===== src/rtl/mips_pkg.sv =====
// mips_pkg
// Shared types and widths for the MIPS register-file writeback path.
//   REG_ADDR_W : register address width (32 registers)
//   DATA_W     : register data width
//   wb_entry_t : one pending register write {wr_reg, data}
//   entry_hits : true when a valid entry targets the probed register
package mips_pkg;

  localparam int REG_ADDR_W = 5;
  localparam int DATA_W     = 32;

  typedef struct packed {
    logic [REG_ADDR_W-1:0] wr_reg;
    logic [DATA_W-1:0]     data;
  } wb_entry_t;

  function automatic logic entry_hits(wb_entry_t e, logic v, logic [REG_ADDR_W-1:0] q);
    return v && (e.wr_reg == q);
  endfunction

endpackage


===== src/rtl/regfile_write_arbiter_if.sv =====
// regfile_write_arbiter_if
// Bundles every non-clock signal of the register-file write arbiter.
//   pipeline side   : pipe_wr_en/pipe_wr_reg/pipe_wr_data in, pipe_stall out
//   multi-cycle side: mc_valid/mc_wr_reg/mc_wr_data in, mc_ready out
//   hazard side     : query_reg_1/query_reg_2 in, pending_1/pending_2 out
//   register file   : regWrite/write_reg/write_data out, fifo_count out
// The slave modport is the arbiter's view, the master modport is the
// view of whatever drives requests and consumes the results.
interface regfile_write_arbiter_if #(
  parameter int DEPTH = 4
);
  import mips_pkg::*;

  localparam int CNT_W = $clog2(DEPTH) + 1;

  logic                  pipe_wr_en;
  logic [REG_ADDR_W-1:0] pipe_wr_reg;
  logic [DATA_W-1:0]     pipe_wr_data;
  logic                  pipe_stall;

  logic                  mc_valid;
  logic                  mc_ready;
  logic [REG_ADDR_W-1:0] mc_wr_reg;
  logic [DATA_W-1:0]     mc_wr_data;

  logic [REG_ADDR_W-1:0] query_reg_1;
  logic [REG_ADDR_W-1:0] query_reg_2;
  logic                  pending_1;
  logic                  pending_2;

  logic                  regWrite;
  logic [REG_ADDR_W-1:0] write_reg;
  logic [DATA_W-1:0]     write_data;
  logic [CNT_W-1:0]      fifo_count;

  modport slave (
    input  pipe_wr_en, pipe_wr_reg, pipe_wr_data,
    input  mc_valid, mc_wr_reg, mc_wr_data,
    input  query_reg_1, query_reg_2,
    output pipe_stall, mc_ready, pending_1, pending_2,
    output regWrite, write_reg, write_data, fifo_count
  );

  modport master (
    output pipe_wr_en, pipe_wr_reg, pipe_wr_data,
    output mc_valid, mc_wr_reg, mc_wr_data,
    output query_reg_1, query_reg_2,
    input  pipe_stall, mc_ready, pending_1, pending_2,
    input  regWrite, write_reg, write_data, fifo_count
  );

endinterface


===== src/rtl/wb_fifo.sv =====
// wb_fifo
// Synchronous FIFO of pending register writes.
//   clk, rst   : clock, synchronous active-high reset
//   push       : store push_entry at the tail (caller never pushes when full)
//   pop        : drop the head (caller never pops when empty)
//   head       : entry at the read pointer
//   count      : number of queued entries
//   empty      : count == 0
//   entries    : raw storage, indexed by slot
//   valid      : per-slot flag, set when the slot currently holds a queued entry
module wb_fifo
  import mips_pkg::*;
#(
  parameter int DEPTH = 4
) (
  input  logic                   clk,
  input  logic                   rst,
  input  logic                   push,
  input  wb_entry_t              push_entry,
  input  logic                   pop,
  output wb_entry_t              head,
  output logic [$clog2(DEPTH):0] count,
  output logic                   empty,
  output wb_entry_t              entries [DEPTH],
  output logic [DEPTH-1:0]       valid
);

  localparam int PTR_W = $clog2(DEPTH);
  localparam int CNT_W = PTR_W + 1;

  wb_entry_t        mem_q [DEPTH];
  wb_entry_t        mem_d [DEPTH];
  logic [PTR_W-1:0] wr_ptr_q, wr_ptr_d;
  logic [PTR_W-1:0] rd_ptr_q, rd_ptr_d;
  logic [CNT_W-1:0] count_q, count_d;

  // Pointers wrap for free because DEPTH is a power of two.
  always_comb begin
    mem_d    = mem_q;
    wr_ptr_d = wr_ptr_q;
    rd_ptr_d = rd_ptr_q;
    count_d  = count_q;
    if (push) begin
      mem_d[wr_ptr_q] = push_entry;
      wr_ptr_d        = wr_ptr_q + 1'b1;
    end
    if (pop) begin
      rd_ptr_d = rd_ptr_q + 1'b1;
    end
    case ({push, pop})
      2'b10:   count_d = count_q + 1'b1;
      2'b01:   count_d = count_q - 1'b1;
      default: count_d = count_q;
    endcase
  end

  // Storage is not reset; only the valid window defined by the pointers matters.
  always_ff @(posedge clk) begin
    if (rst) begin
      wr_ptr_q <= '0;
      rd_ptr_q <= '0;
      count_q  <= '0;
    end else begin
      wr_ptr_q <= wr_ptr_d;
      rd_ptr_q <= rd_ptr_d;
      count_q  <= count_d;
    end
    mem_q <= mem_d;
  end

  // A slot is live when its distance from the read pointer is below the count.
  always_comb begin
    valid = '0;
    for (int i = 0; i < DEPTH; i++) begin
      valid[i] = ({1'b0, PTR_W'(i) - rd_ptr_q} < count_q);
    end
  end

  assign entries = mem_q;
  assign head    = mem_q[rd_ptr_q];
  assign count   = count_q;
  assign empty   = (count_q == '0);

endmodule


===== src/rtl/regfile_write_arbiter.sv =====
// regfile_write_arbiter
// Single write port of the register file, shared by the pipeline writeback
// (priority, no backpressure) and a multi-cycle unit whose results wait in
// a small FIFO. A starvation counter eventually stalls the pipeline so the
// FIFO head gets through.
//   clk, rst : clock, synchronous active-high reset
//   bus      : slave modport of regfile_write_arbiter_if (requests in,
//              registered register-file write port and status out)
module regfile_write_arbiter
  import mips_pkg::*;
#(
  parameter int DEPTH        = 4,
  parameter int STARVE_LIMIT = 8
) (
  input logic                    clk,
  input logic                    rst,
  regfile_write_arbiter_if.slave bus
);

  localparam int CNT_W = $clog2(DEPTH) + 1;
  localparam int SC_W  = $clog2(STARVE_LIMIT + 1);

  logic                  reg_write_q, reg_write_d;
  logic [REG_ADDR_W-1:0] write_reg_q, write_reg_d;
  logic [DATA_W-1:0]     write_data_q, write_data_d;
  logic [SC_W-1:0]       starve_cnt_q, starve_cnt_d;

  logic                  fifo_push;
  logic                  fifo_pop;
  logic                  fifo_empty;
  logic [CNT_W-1:0]      fifo_count;
  wb_entry_t             push_entry;
  wb_entry_t             head_entry;
  wb_entry_t             entries [DEPTH];
  logic [DEPTH-1:0]      entry_valid;

  logic                  pipe_stall;
  logic                  mc_ready;
  logic                  pipe_eff;
  logic                  pend_1;
  logic                  pend_2;

  wb_fifo #(
    .DEPTH(DEPTH)
  ) u_fifo (
    .clk       (clk),
    .rst       (rst),
    .push      (fifo_push),
    .push_entry(push_entry),
    .pop       (fifo_pop),
    .head      (head_entry),
    .count     (fifo_count),
    .empty     (fifo_empty),
    .entries   (entries),
    .valid     (entry_valid)
  );

  // Both handshake outputs come from registered state only, so neither
  // creates a combinational path back into the requesters.
  assign pipe_stall = (starve_cnt_q == SC_W'(STARVE_LIMIT));
  assign mc_ready   = !rst && (fifo_count < CNT_W'(DEPTH));

  // Register 0 is hardwired, so writes to it are accepted and dropped.
  always_comb begin
    pipe_eff   = bus.pipe_wr_en && (bus.pipe_wr_reg != '0) && !pipe_stall;
    fifo_push  = bus.mc_valid && mc_ready && (bus.mc_wr_reg != '0);
    fifo_pop   = !pipe_eff && !fifo_empty;
    push_entry = '{wr_reg: bus.mc_wr_reg, data: bus.mc_wr_data};
  end

  // Output register: pipeline first, then FIFO head; address/data hold when idle.
  always_comb begin
    reg_write_d  = 1'b0;
    write_reg_d  = write_reg_q;
    write_data_d = write_data_q;
    if (pipe_eff) begin
      reg_write_d  = 1'b1;
      write_reg_d  = bus.pipe_wr_reg;
      write_data_d = bus.pipe_wr_data;
    end else if (fifo_pop) begin
      reg_write_d  = 1'b1;
      write_reg_d  = head_entry.wr_reg;
      write_data_d = head_entry.data;
    end
  end

  // Counts cycles the head sat waiting; saturates at the limit, which raises the stall.
  always_comb begin
    starve_cnt_d = starve_cnt_q;
    if (fifo_empty || fifo_pop) begin
      starve_cnt_d = '0;
    end else if (starve_cnt_q != SC_W'(STARVE_LIMIT)) begin
      starve_cnt_d = starve_cnt_q + 1'b1;
    end
  end

  always_ff @(posedge clk) begin
    if (rst) begin
      reg_write_q  <= 1'b0;
      write_reg_q  <= '0;
      write_data_q <= '0;
      starve_cnt_q <= '0;
    end else begin
      reg_write_q  <= reg_write_d;
      write_reg_q  <= write_reg_d;
      write_data_q <= write_data_d;
      starve_cnt_q <= starve_cnt_d;
    end
  end

  // A register is pending while queued or while its write is on the port.
  always_comb begin
    pend_1 = 1'b0;
    pend_2 = 1'b0;
    for (int i = 0; i < DEPTH; i++) begin
      if (entry_hits(entries[i], entry_valid[i], bus.query_reg_1)) pend_1 = 1'b1;
      if (entry_hits(entries[i], entry_valid[i], bus.query_reg_2)) pend_2 = 1'b1;
    end
    if (reg_write_q && (write_reg_q == bus.query_reg_1)) pend_1 = 1'b1;
    if (reg_write_q && (write_reg_q == bus.query_reg_2)) pend_2 = 1'b1;
    if (bus.query_reg_1 == '0) pend_1 = 1'b0;
    if (bus.query_reg_2 == '0) pend_2 = 1'b0;
  end

  assign bus.pipe_stall = pipe_stall;
  assign bus.mc_ready   = mc_ready;
  assign bus.pending_1  = pend_1;
  assign bus.pending_2  = pend_2;
  assign bus.regWrite   = reg_write_q;
  assign bus.write_reg  = write_reg_q;
  assign bus.write_data = write_data_q;
  assign bus.fifo_count = fifo_count;

endmodule


===== src/flat_wrapper.sv =====
// flat-port wrapper written by rule: the top's interface ports become plain ports
module regfile_write_arbiter_flat import mips_pkg::*;
#(
  parameter int DEPTH        = 4,
  parameter int STARVE_LIMIT = 8
)
  (clk, rst, bus_pipe_wr_en, bus_pipe_wr_reg, bus_pipe_wr_data, bus_mc_valid, bus_mc_wr_reg, bus_mc_wr_data, bus_query_reg_1, bus_query_reg_2, bus_pipe_stall, bus_mc_ready, bus_pending_1, bus_pending_2, bus_regWrite, bus_write_reg, bus_write_data, bus_fifo_count);
  regfile_write_arbiter_if #(.DEPTH(DEPTH)) bus_i ();
  input logic clk;
  input logic rst;
  input wire logic [$bits(bus_i.pipe_wr_en)-1:0] bus_pipe_wr_en;
  input wire logic [$bits(bus_i.pipe_wr_reg)-1:0] bus_pipe_wr_reg;
  input wire logic [$bits(bus_i.pipe_wr_data)-1:0] bus_pipe_wr_data;
  input wire logic [$bits(bus_i.mc_valid)-1:0] bus_mc_valid;
  input wire logic [$bits(bus_i.mc_wr_reg)-1:0] bus_mc_wr_reg;
  input wire logic [$bits(bus_i.mc_wr_data)-1:0] bus_mc_wr_data;
  input wire logic [$bits(bus_i.query_reg_1)-1:0] bus_query_reg_1;
  input wire logic [$bits(bus_i.query_reg_2)-1:0] bus_query_reg_2;
  output wire logic [$bits(bus_i.pipe_stall)-1:0] bus_pipe_stall;
  output wire logic [$bits(bus_i.mc_ready)-1:0] bus_mc_ready;
  output wire logic [$bits(bus_i.pending_1)-1:0] bus_pending_1;
  output wire logic [$bits(bus_i.pending_2)-1:0] bus_pending_2;
  output wire logic [$bits(bus_i.regWrite)-1:0] bus_regWrite;
  output wire logic [$bits(bus_i.write_reg)-1:0] bus_write_reg;
  output wire logic [$bits(bus_i.write_data)-1:0] bus_write_data;
  output wire logic [$bits(bus_i.fifo_count)-1:0] bus_fifo_count;
  assign bus_i.pipe_wr_en = bus_pipe_wr_en;
  assign bus_i.pipe_wr_reg = bus_pipe_wr_reg;
  assign bus_i.pipe_wr_data = bus_pipe_wr_data;
  assign bus_i.mc_valid = bus_mc_valid;
  assign bus_i.mc_wr_reg = bus_mc_wr_reg;
  assign bus_i.mc_wr_data = bus_mc_wr_data;
  assign bus_i.query_reg_1 = bus_query_reg_1;
  assign bus_i.query_reg_2 = bus_query_reg_2;
  assign bus_pipe_stall = bus_i.pipe_stall;
  assign bus_mc_ready = bus_i.mc_ready;
  assign bus_pending_1 = bus_i.pending_1;
  assign bus_pending_2 = bus_i.pending_2;
  assign bus_regWrite = bus_i.regWrite;
  assign bus_write_reg = bus_i.write_reg;
  assign bus_write_data = bus_i.write_data;
  assign bus_fifo_count = bus_i.fifo_count;
  regfile_write_arbiter #(.DEPTH(DEPTH), .STARVE_LIMIT(STARVE_LIMIT)) u_core (.clk(clk), .rst(rst), .bus(bus_i));
endmodule

===== config.mk =====
export PLATFORM = sky130hd
export DESIGN_NAME = regfile_write_arbiter_flat
export DESIGN_NICKNAME = d
export VERILOG_FILES = /design/src/rtl/mips_pkg.sv /design/src/rtl/regfile_write_arbiter_if.sv /design/src/rtl/wb_fifo.sv /design/src/rtl/regfile_write_arbiter.sv /design/src/flat_wrapper.sv
export SDC_FILE = /design/constraint.sdc
export NUM_CORES = 1
export LEC_CHECK = 0
export CAP_MARGIN = 20
export CORE_MARGIN = 3
export CORE_UTILIZATION = 40
export CTS_CLUSTER_SIZE = 10
export DETAILED_ROUTE_END_ITERATION = 8
export MAX_ROUTING_LAYER = met4
export PLACE_DENSITY = 0.67
export SYNTH_ARGS = -nofsm -noshare
export SYNTH_HDL_FRONTEND = slang
export SYNTH_HIERARCHICAL = 1
export SYNTH_SLANG_ARGS = --single-unit

===== constraint.sdc =====
create_clock -name clk -period 7.7 [get_ports clk]
set_input_delay 2.31 -clock clk [delete_from_list [all_inputs] [get_ports clk]]
set_output_delay 2.31 -clock clk [all_outputs]
set_load 0.005 [all_outputs]

==> implementation parameters <==
Parameter                              Value

Outcome
  Outcome    completed

Route
  DR DRC count    0
  Total Wirelength    18800 µm
  DRT iter0 DRCs    228
  Pre-antenna DRT Iters    4
  Average detailed-routed wire length per instance    19.9 µm
  Vias per inst    5.17
  Remaining antenna violation count    0
  Total number of vias    4876

Critical path
  Crit path max-delay family    buffers and inverters
  Critical path class    primary input to primary output
  Startpoint kind of the worst setup timing path    primary input
  Largest incremental delay on the critical path    600 ps
  Data arrival, critical path    4340 ps
  Buffer and inverter count on the worst path    2
  Most Frequent Cell on Critical Path    sky130_fd_sc_hd__clkdlybuf4s50_1
  Highest-delay cell along the critical path    sky130_fd_sc_hd__clkdlybuf4s50_1
  Cells along the critical path    clkdlybuf4s50_1 > xor2_1 > nor4_1 > nand3_1 > nand2_1 > o22a_1 > clkdlybuf4s50_1
  Maximum fanout along the worst path    6
  Sort of element at the end of the critical path    primary output
  Data required, critical path    5390 ps

STA
  Largest clock skew in the final design    11.8 ps
  Worst slew margin relative to its limit    41.1%
  Pin slew with the least headroom to its limit    883 ps
  Post-layout minimum cycle time    6650 ps
  Total Negative Setup Slacks    0 ps
  Setup repair after global routing missed its margin    no
  Share of the cycle needed by the critical path after routing    86.3%
  Final setup violation count    0
  Endpoints failing hold    0
  Final Max Tran Viols    0
  Peak clock frequency supported by timing    150 MHz

CTS
  Post-CTS Resized    0
  Clock H-tree levels    4
  Root cell of the clock tree    sky130_fd_sc_hd__clkbuf_16
  Post-CTS Repair Setup Buffers    0
  CTS Sinks    197
  Clock tree from TritonCTS    done
  # hold bufs at CTS    0
  Clock transition at the registers of the reported paths    70 ps
  CTS buffer count    17
  Clock insertion delay at the later pin of the skew report    430 ps
  Buffer depth of the longest clock path    2

Die
  IO Pins    133
  Height of the chip    152 µm
  Number of rows created at floorplan    52
  Effective utilization at floorplan    41.5%
  Area enclosed by the die boundary    23100 µm²
  Area of the placeable core    20600 µm²
  Width of the chip    152 µm

GRT
  Antenna violations before repair    0
  Vias in the first global route    5276
  Global route overflow    0
  Global-route wire length before repair    29900 µm
  GR Util All Layers    17.1%
  Largest net degree at the start of global routing    75

Hold path
  Min-Delay Path Class    register to register

Power
  Fraction of power consumed by sequential logic    42.7%
  Leakage component of the power    3.67 nW
  Pwr dens    281 nW/µm²
  Net load switching power    0.880 mW
  Internal power    2.11 mW
  Combinational share of power    29.2%
  Largest vdd supply drop    0.188 mV
  Share of total power consumed by net switching    29.4%
  Clk network pwr share    28.1%

Finish
  Multi-input combinational cell area    2830 µm²
  Nets    761
  Sequential cell area    5430 µm²
  Antenna diode count    0
  Core Util, Final    51.8%
  Final cell count without fillers    944
  Area Growth Syn to Fin    24.8%
  Number of flip-flops under the largest register name    148
  Share of layout cells above drive strength 1    16.5%
  Number of fill cells in the layout    1728

Yosys
  Instance count of the mapped netlist    537
  Sequential share of the synthesized area    63.6%
  Async S/R FF share, synth    0%
  Synth Register Bits    197
  Syn Nets    637
  Total of warnings raised by yosys    6
  Netlist area before placement    8530 µm²
  Number of enable flip-flop cells after synthesis    148
  Top_reg_cell synth    sky130_fd_sc_hd__edfxtp_1
  Number of different library cells in the post-synthesis netlist    37
  Average size of a mapped cell    15.9 µm²

Placed design
  Placed insts    908
  Gpl congestion    0.849
  Post-detail-place hpwl    12300 µm
  Port bufs    132

Flow run
  Number of max-cap violations    0
-- Yosys cell counts, drive strengths merged (5+ instances only) --
master	instances	area share, %
edfxtp	148	52
nor2	50	2.2
dfxtp	49	12
xor2	43	4.4
mux4	37	9.8
mux2i	36	4.2
a211oi	35	4.3
clkbuf	20	0.88
buf	16	2.0
xnor2	16	1.6
nand3	13	0.76
ha	11	1.6
inv	11	0.48
nor4	10	0.73
a21oi	9	0.53
nand2	5	0.22
-- per-stage QoR --
step                      total power [mW]  hold WS (ps)  instance area (µm²)  setup WS, ps
after CTS                             3.03           570                10600          1030
final                                 2.99           569                10600          1050
after global placement                2.16           495                 9990          1050
after detailed placement              2.18           556                 9990          1040
after floorplan                       1.93           480                 8530          2150
after global routing                  3.15           603                10600           912
-- cell families after synthesis --
family / share of synthesized area [%]
flip-flops: 63.6
AND/OR/NAND/NOR: 5.25
multiplexers: 14.3
XOR/XNOR: 6.06
AO/OA/AOI/OAI: 5.55
buffers and inverters: 3.37
adder cells (fa/ha/maj): 1.85
-- worst register-to-register path, stage by stage, from the launching register on --
cell	delay (ps)
sky130_fd_sc_hd__dfxtp_1	350
sky130_fd_sc_hd__inv_1	70
sky130_fd_sc_hd__ha_1	130
sky130_fd_sc_hd__nand3b_1	270
sky130_fd_sc_hd__o211ai_4	200
sky130_fd_sc_hd__nor2b_1	320
sky130_fd_sc_hd__ha_1	250
sky130_fd_sc_hd__inv_1	70
sky130_fd_sc_hd__fa_1	380
sky130_fd_sc_hd__xor2_1	170
sky130_fd_sc_hd__or3_1	310
sky130_fd_sc_hd__a21oi_1	140
-- power by group through the flow --
stage,sequential [mW],clock (mW),combinational [mW]
3_3_place_gp,1.30,0,0.866
4_1_cts,1.28,0.868,0.883
5_1_grt,1.29,0.918,0.947
6_report,1.28,0.841,0.873
2_1_floorplan,1.29,0,0.640
3_5_place_dp,1.30,0,0.878
-- path summary, 6_finish.rpt --
kind,start,end,slack (ps),cells after the start
worst max register to register,u_core/starve_cnt_q[0]$_SDFFE_PP0N_,u_core/u_fifo/count[2]$_SDFFE_PP0P_,4950,11
worst min-delay path,u_core/bus.write_data[14]$_SDFFE_PP0P_,u_core/bus.write_data[14]$_SDFFE_PP0P_,570,2
worst min register to register,u_core/bus.write_data[14]$_SDFFE_PP0P_,u_core/bus.write_data[14]$_SDFFE_PP0P_,570,2
worst max-delay path,bus_query_reg_1[3],bus_pending_1,1050,7
-- layout make-up --
cell class / instances / share of cell area [%]
tap: 270 / 3.17
clock inverter: 14 / 1.30
multi-input combinational: 293 / 26.6
sequential: 197 / 51.0
timing repair buffer: 141 / 13.5
inverter: 11 / 0.388
clock buffer: 18 / 4.03
-- per-layer routing --
layer / track usage, % / vias up / share of wire (%)
li1: - / 2290 / -
met5: - / - / 0
met2: 29.1 / 115 / 52
met3: 3.90 / 11 / 3.1
met1: 20.8 / 2460 / 44
met4: 4.20 / 0 / 0.95
-- cell usage in the layout (no fill, tap or decap), drive strengths merged, types with 4 or more instances in the layout --
cell and n:
edfxtp 148, clkdlybuf4s50 131, nor2 50, dfxtp 49, xor2 43, mux4 37
mux2i 36, a211oi 35, inv 19, clkbuf 18, xnor2 16, nand3 13
ha 11, nor4 10, buf 10, a21oi 9, nand2 5, and2 4
clkinv 4
Power figures use the tool's default switching activity.
